### src/rtl/tail_pkg.sv
// Shared encodings and constants for the sequential tail-lamp dimmer.
package tail_pkg;

    typedef enum logic [1:0] {
        ST_IDLE  = 2'd0,
        ST_SWEEP = 2'd1,
        ST_FADE  = 2'd2
    } state_t;

    typedef enum logic [1:0] {
        MODE_NONE  = 2'd0,
        MODE_LEFT  = 2'd1,
        MODE_RIGHT = 2'd2,
        MODE_BOTH  = 2'd3
    } mode_t;

    // PWM duty added per brightness step; STEPS is a power of two, so this divides exactly.
    function automatic int duty_step(input int pwm_bits, input int steps);
        return (1 << pwm_bits) / steps;
    endfunction

endpackage

### src/rtl/pwm_channel.sv
// One registered PWM lamp driver compared against the shared free-running counter.
module pwm_channel #(
    parameter int PWM_BITS = 8
) (
    input  logic                clk,
    input  logic                reset,
    input  logic [PWM_BITS-1:0] cnt,
    input  logic [PWM_BITS:0]   duty,
    input  logic                full,
    output logic                lamp_p1
);

    // duty is one bit wider than cnt so the full-scale value is representable.
    always_ff @(posedge clk or posedge reset) begin
        if (reset) begin
            lamp_p1 <= 1'b0;
        end else begin
            lamp_p1 <= full | ({1'b0, cnt} < duty);
        end
    end

endmodule

### src/rtl/seq_tail_dimmer.sv
// Sequential turn-indicator dimmer: lamps sweep on one by one, then fade together.
module seq_tail_dimmer
    import tail_pkg::*;
#(
    parameter int LAMPS    = 3,
    parameter int STEPS    = 4,
    parameter int PWM_BITS = 8
) (
    input  logic               clk,
    input  logic               reset,
    input  logic               step_en,
    input  logic               left,
    input  logic               right,
    input  logic               hazard,
    output logic [2*LAMPS-1:0] light,
    output logic               busy
);

    localparam int LAMP_W = $clog2(LAMPS);
    localparam int LVL_W  = $clog2(STEPS + 1);
    localparam int DUTY_W = PWM_BITS + 1;
    localparam logic [LVL_W-1:0]  LVL_FULL  = LVL_W'(STEPS);
    localparam logic [LVL_W-1:0]  LVL_ONE   = LVL_W'(1);
    localparam logic [LAMP_W-1:0] LAMP_LAST = LAMP_W'(LAMPS - 1);
    localparam logic [DUTY_W-1:0] DUTY_STEP = DUTY_W'(duty_step(PWM_BITS, STEPS));

    function automatic logic [DUTY_W-1:0] level_to_duty(input logic [LVL_W-1:0] lvl);
        return DUTY_W'(lvl) * DUTY_STEP;
    endfunction

    state_t              state_q, state_d;
    mode_t               mode_q, mode_d;
    logic [LAMP_W-1:0]   lamp_q, lamp_d;
    logic [LVL_W-1:0]    level_q, level_d;
    logic [PWM_BITS-1:0] cnt_q;
    logic [LVL_W-1:0]    lamp_lvl_p0 [LAMPS];
    logic [LAMPS-1:0]    lamp_p1;
    logic                show_left, show_right;

    always_ff @(posedge clk or posedge reset) begin
        if (reset) begin
            state_q <= ST_IDLE;
            mode_q  <= MODE_NONE;
            lamp_q  <= '0;
            level_q <= '0;
            cnt_q   <= '0;
        end else begin
            state_q <= state_d;
            mode_q  <= mode_d;
            lamp_q  <= lamp_d;
            level_q <= level_d;
            cnt_q   <= cnt_q + PWM_BITS'(1);
        end
    end

    always_comb begin
        state_d = state_q;
        mode_d  = mode_q;
        lamp_d  = lamp_q;
        level_d = level_q;
        if (step_en) begin
            case (state_q)
                ST_IDLE: begin
                    // Requests are only sampled here; the mode stays latched for the whole sequence.
                    if (hazard || (left ^ right)) begin
                        mode_d  = hazard ? MODE_BOTH : (left ? MODE_LEFT : MODE_RIGHT);
                        state_d = ST_SWEEP;
                        lamp_d  = '0;
                        level_d = LVL_ONE;
                    end
                end
                ST_SWEEP: begin
                    if (level_q != LVL_FULL) begin
                        level_d = level_q + LVL_ONE;
                    end else if (lamp_q != LAMP_LAST) begin
                        lamp_d  = lamp_q + LAMP_W'(1);
                        level_d = LVL_ONE;
                    end else begin
                        state_d = ST_FADE;
                        level_d = LVL_FULL - LVL_ONE;
                    end
                end
                ST_FADE: begin
                    level_d = level_q - LVL_ONE;
                    if (level_q == LVL_ONE) state_d = ST_IDLE;
                end
                default: state_d = ST_IDLE;
            endcase
        end
    end

    // Stage p0: per-lamp brightness level from the sequence position.
    always_comb begin
        for (int i = 0; i < LAMPS; i++) begin
            lamp_lvl_p0[i] = '0;
            if (state_q == ST_SWEEP) begin
                if (LAMP_W'(i) < lamp_q)       lamp_lvl_p0[i] = LVL_FULL;
                else if (LAMP_W'(i) == lamp_q) lamp_lvl_p0[i] = level_q;
            end else if (state_q == ST_FADE) begin
                lamp_lvl_p0[i] = level_q;
            end
        end
    end

    assign show_left  = (mode_q == MODE_LEFT)  || (mode_q == MODE_BOTH);
    assign show_right = (mode_q == MODE_RIGHT) || (mode_q == MODE_BOTH);
    assign busy       = (state_q != ST_IDLE);

    // Stage p1: registered PWM outputs, shared by both sides with lamp 0 innermost.
    for (genvar g = 0; g < LAMPS; g++) begin : g_lamp
        pwm_channel #(.PWM_BITS(PWM_BITS)) u_ch (
            .clk     (clk),
            .reset   (reset),
            .cnt     (cnt_q),
            .duty    (level_to_duty(lamp_lvl_p0[g])),
            .full    (lamp_lvl_p0[g] == LVL_FULL),
            .lamp_p1 (lamp_p1[g])
        );
        assign light[LAMPS+g]   = lamp_p1[g] & show_left;
        assign light[LAMPS-1-g] = lamp_p1[g] & show_right;
    end

endmodule
### config.mk
export PLATFORM = sky130hd
export DESIGN_NAME = seq_tail_dimmer
export DESIGN_NICKNAME = d
export VERILOG_FILES = /design/src/rtl/tail_pkg.sv /design/src/rtl/pwm_channel.sv /design/src/rtl/seq_tail_dimmer.sv
export SDC_FILE = /design/constraint.sdc
export NUM_CORES = 1
export LEC_CHECK = 0
export ABC_AREA = 1
export CORE_MARGIN = 2
export CORE_UTILIZATION = 49
export CTS_CLUSTER_SIZE = 10
export DETAILED_ROUTE_END_ITERATION = 8
export PLACE_DENSITY = 0.69
export SYNTH_ARGS = -nofsm -noshare
export SYNTH_HDL_FRONTEND = slang
export SYNTH_SLANG_ARGS = --single-unit
export TNS_END_PERCENT = 100
### constraint.sdc
create_clock -name clk -period 2.1 [get_ports clk]
set_input_delay 0.525 -clock clk [delete_from_list [all_inputs] [get_ports clk]]
set_output_delay 0.525 -clock clk [all_outputs]
set_load 0.05 [all_outputs]
==> out/qor.txt <==
core box area: 2758 sq um
GRT Resource Usage Total: 19.87%
vias in the first global route: 1253
post-layout net count: 230
initial DRC count: 55
setup TNS: 0 ns
Finished Layout Cells: 238
most frequent cells in the layout: nand2_1 (58), inv_1 (36), dfrtp_1 (20), ha_1 (16), nand3_1 (13)
Slew headroom: 77.34%
Final min period: 1.921 ns
fin area: 1612 sq um
CP endpoint kind: primary output
worst-path maximum fanout: 4
Max Clk Rate: 520.6 MHz
FP Rows: 19
drt drc: 0
CP Class: flip-flop to primary output
DP Wirelength: 2140 um
Arrival @ worst endpoint: 1.40 ns
GRT overflow: 0
Worst Clk Skew: 0.01066 ns
CTS hold repair buffers: 0
CP startpoint kind: flip-flop
Via-to-Cell Ratio: 5.105
synthesized cell area: 1429 sq um
Netlist cell types: 25
unrepaired setup endpoints after global routing: false
vias: 1215
share of post-route cells with drive strength above 1: 10.63%
Antenna diodes: 0
cell count after synthesis: 191
Die Footprint: 3364 sq um
top cells by area, synth: dfrtp_1 (35%), nand2_1 (15%), ha_1 (14%), inv_1 (9.5%), nand3_1 (4.6%)
Clock Latency Late Sink: 0.30 ns
Final setup viols: 0
Layout area overhead: 12.78%
Avg Cell Area, Syn: 7.481 sq um
Final Max Slew Viols: 0
initial antenna violation count: 0
most common cell after layout, fill and taps aside: nand2_1
Reg clk slew, reported paths: 0.12 ns
chip height: 58 um
cell taking the most area after synthesis: dfrtp_1
WL final: 2782 um
CTS Buf Count: 3
Max IR drop VDD: 0.0008781 V
CTS Root Cell: clkbuf_4
WL/cell: 11.69 um
Worst-Margin Slew: 0.3373 ns
Post-DRT Antenna Nets: 0
Hold/Removal Path Class: flip-flop to flip-flop
Initial Util: 51.81%
Port Buffers: 12
post-placement cell count: 234
Seq/Total Area, Yosys: 35.03%
Filler Cell Count: 255
Mapped Nets: 213
Final Hold Viols: 0
Register Area: 500.5 sq um
Die W: 58 um
H-tree depth: 1
Final period util: 91.46%
DRT Pass-1 Iters: 4
global-route wire length before repair: 5188 um
Sink Count: 20
status: finished, final reports clean
Pwr Density: 1267 nW/um^2
Synth Register Bits: 20
Overall Power: 0.002042 W
post-cts resize count: 0
Post-DP Area: 1575 sq um
gpl congestion: 0.8894
Max Cap Viol: 0
multi-input logic area: 767.0 sq um
largest net degree at the start of global routing: 21
setup bufs post-CTS: 0
Required @ worst endpoint: 1.57 ns
Lkg Pwr: 0.8967 nW
clock buffer depth: 2
# IOs: 13
Ys Warns: 0
TritonCTS clock tree: yes
Yosys top cell area share: 35.03%
-- power by group --
| part | internal [W] | leakage (nW) | switching [W] |
|---|---|---|---|
| Sequential | 0.000486 | 0.249 | 0.000112 |
| Combinational | 0.000423 | 0.627 | 0.000796 |
| Clock | 0.000106 | 0.0210 | 0.000119 |
-- critical path: stages (launching register included) --
cell and delay, ns:
dfrtp_1 0.42, inv_1 0.11, ha_1 0.29, inv_1 0.11, buf_12 0.16
-- path summary, 6_finish.rpt --
path / start / endpoint / slack, ns / cells past startpoint
max: state_q[0] / busy / 0.18 / 4
min: cnt_q[0] / cnt_q[0] / 0.47 / 1
max reg2reg: state_q[0] / g_lamp[1].u_ch.lamp_p1 / 0.28 / 9
min reg2reg: cnt_q[0] / cnt_q[0] / 0.47 / 1
max in group asynchronous: reset / lamp_q[1] / 1.35 / 3
min in group asynchronous: reset / g_lamp[0].u_ch.lamp_p1 / 0.53 / 3
-- layout make-up --
class	count	share of cell area, %
inverters	37	8.618
well taps	31	2.407
multi-input cells	132	47.59
flip-flops and latches	20	31.06
clock buffers	4	2.252
repair buffers	14	8.075
-- per-layer routing --
metal	track usage (%)	up-vias	routed length, um	share of wire, %
li1	-	624	-	-
met1	24.68	559	1266	46
met2	35.06	27	1382	50
met3	3.571	5	103	3.7
met4	5.980	0	29	1.0
met5	0	-	0	0
-- cell families after synthesis --
group / after synthesis / share of synthesized area [%]
AOI/OAI and AO/OA: 17 / 7.268
adders and majority gates: 16 / 14.01
and+or+nand+nor: 94 / 29.34
buffers and inverters: 39 / 11.30
DFF: 20 / 35.03
xor gates and xnor gates: 5 / 3.065
-- synthesized netlist by cell type, drive strengths merged --
master / count
a21boi: 1
a21oi: 3
a31oi: 2
buf: 2
dfrtp: 20
ha: 16
inv: 37
nand2: 60
nand3: 13
nand4: 7
nor2: 11
nor3: 2
o211ai: 1
o21ai: 10
or2: 1
xnor2: 1
xor2: 4
-- through the flow --
step,hold slack [ns],util (%),worst slack (ns)
detailed placement,0.4576,57.12,0.2614
finish,0.4682,58.44,0.1793
global route,0.4944,58.44,0.03527
CTS,0.4749,58.44,0.1621
floorplan,0.4214,-,0.3694
global placement,0.4423,57.12,0.3694
-- sequential cells by signal, summed over array words and instances, names as in the netlist --
name and cells:
cnt_q 8, lamp_q 2, state_q 2, mode_q 2
g_lamp.u_ch.lamp_p1 3, level_q 3
Note: power is estimated with default switching activity, not from simulation.
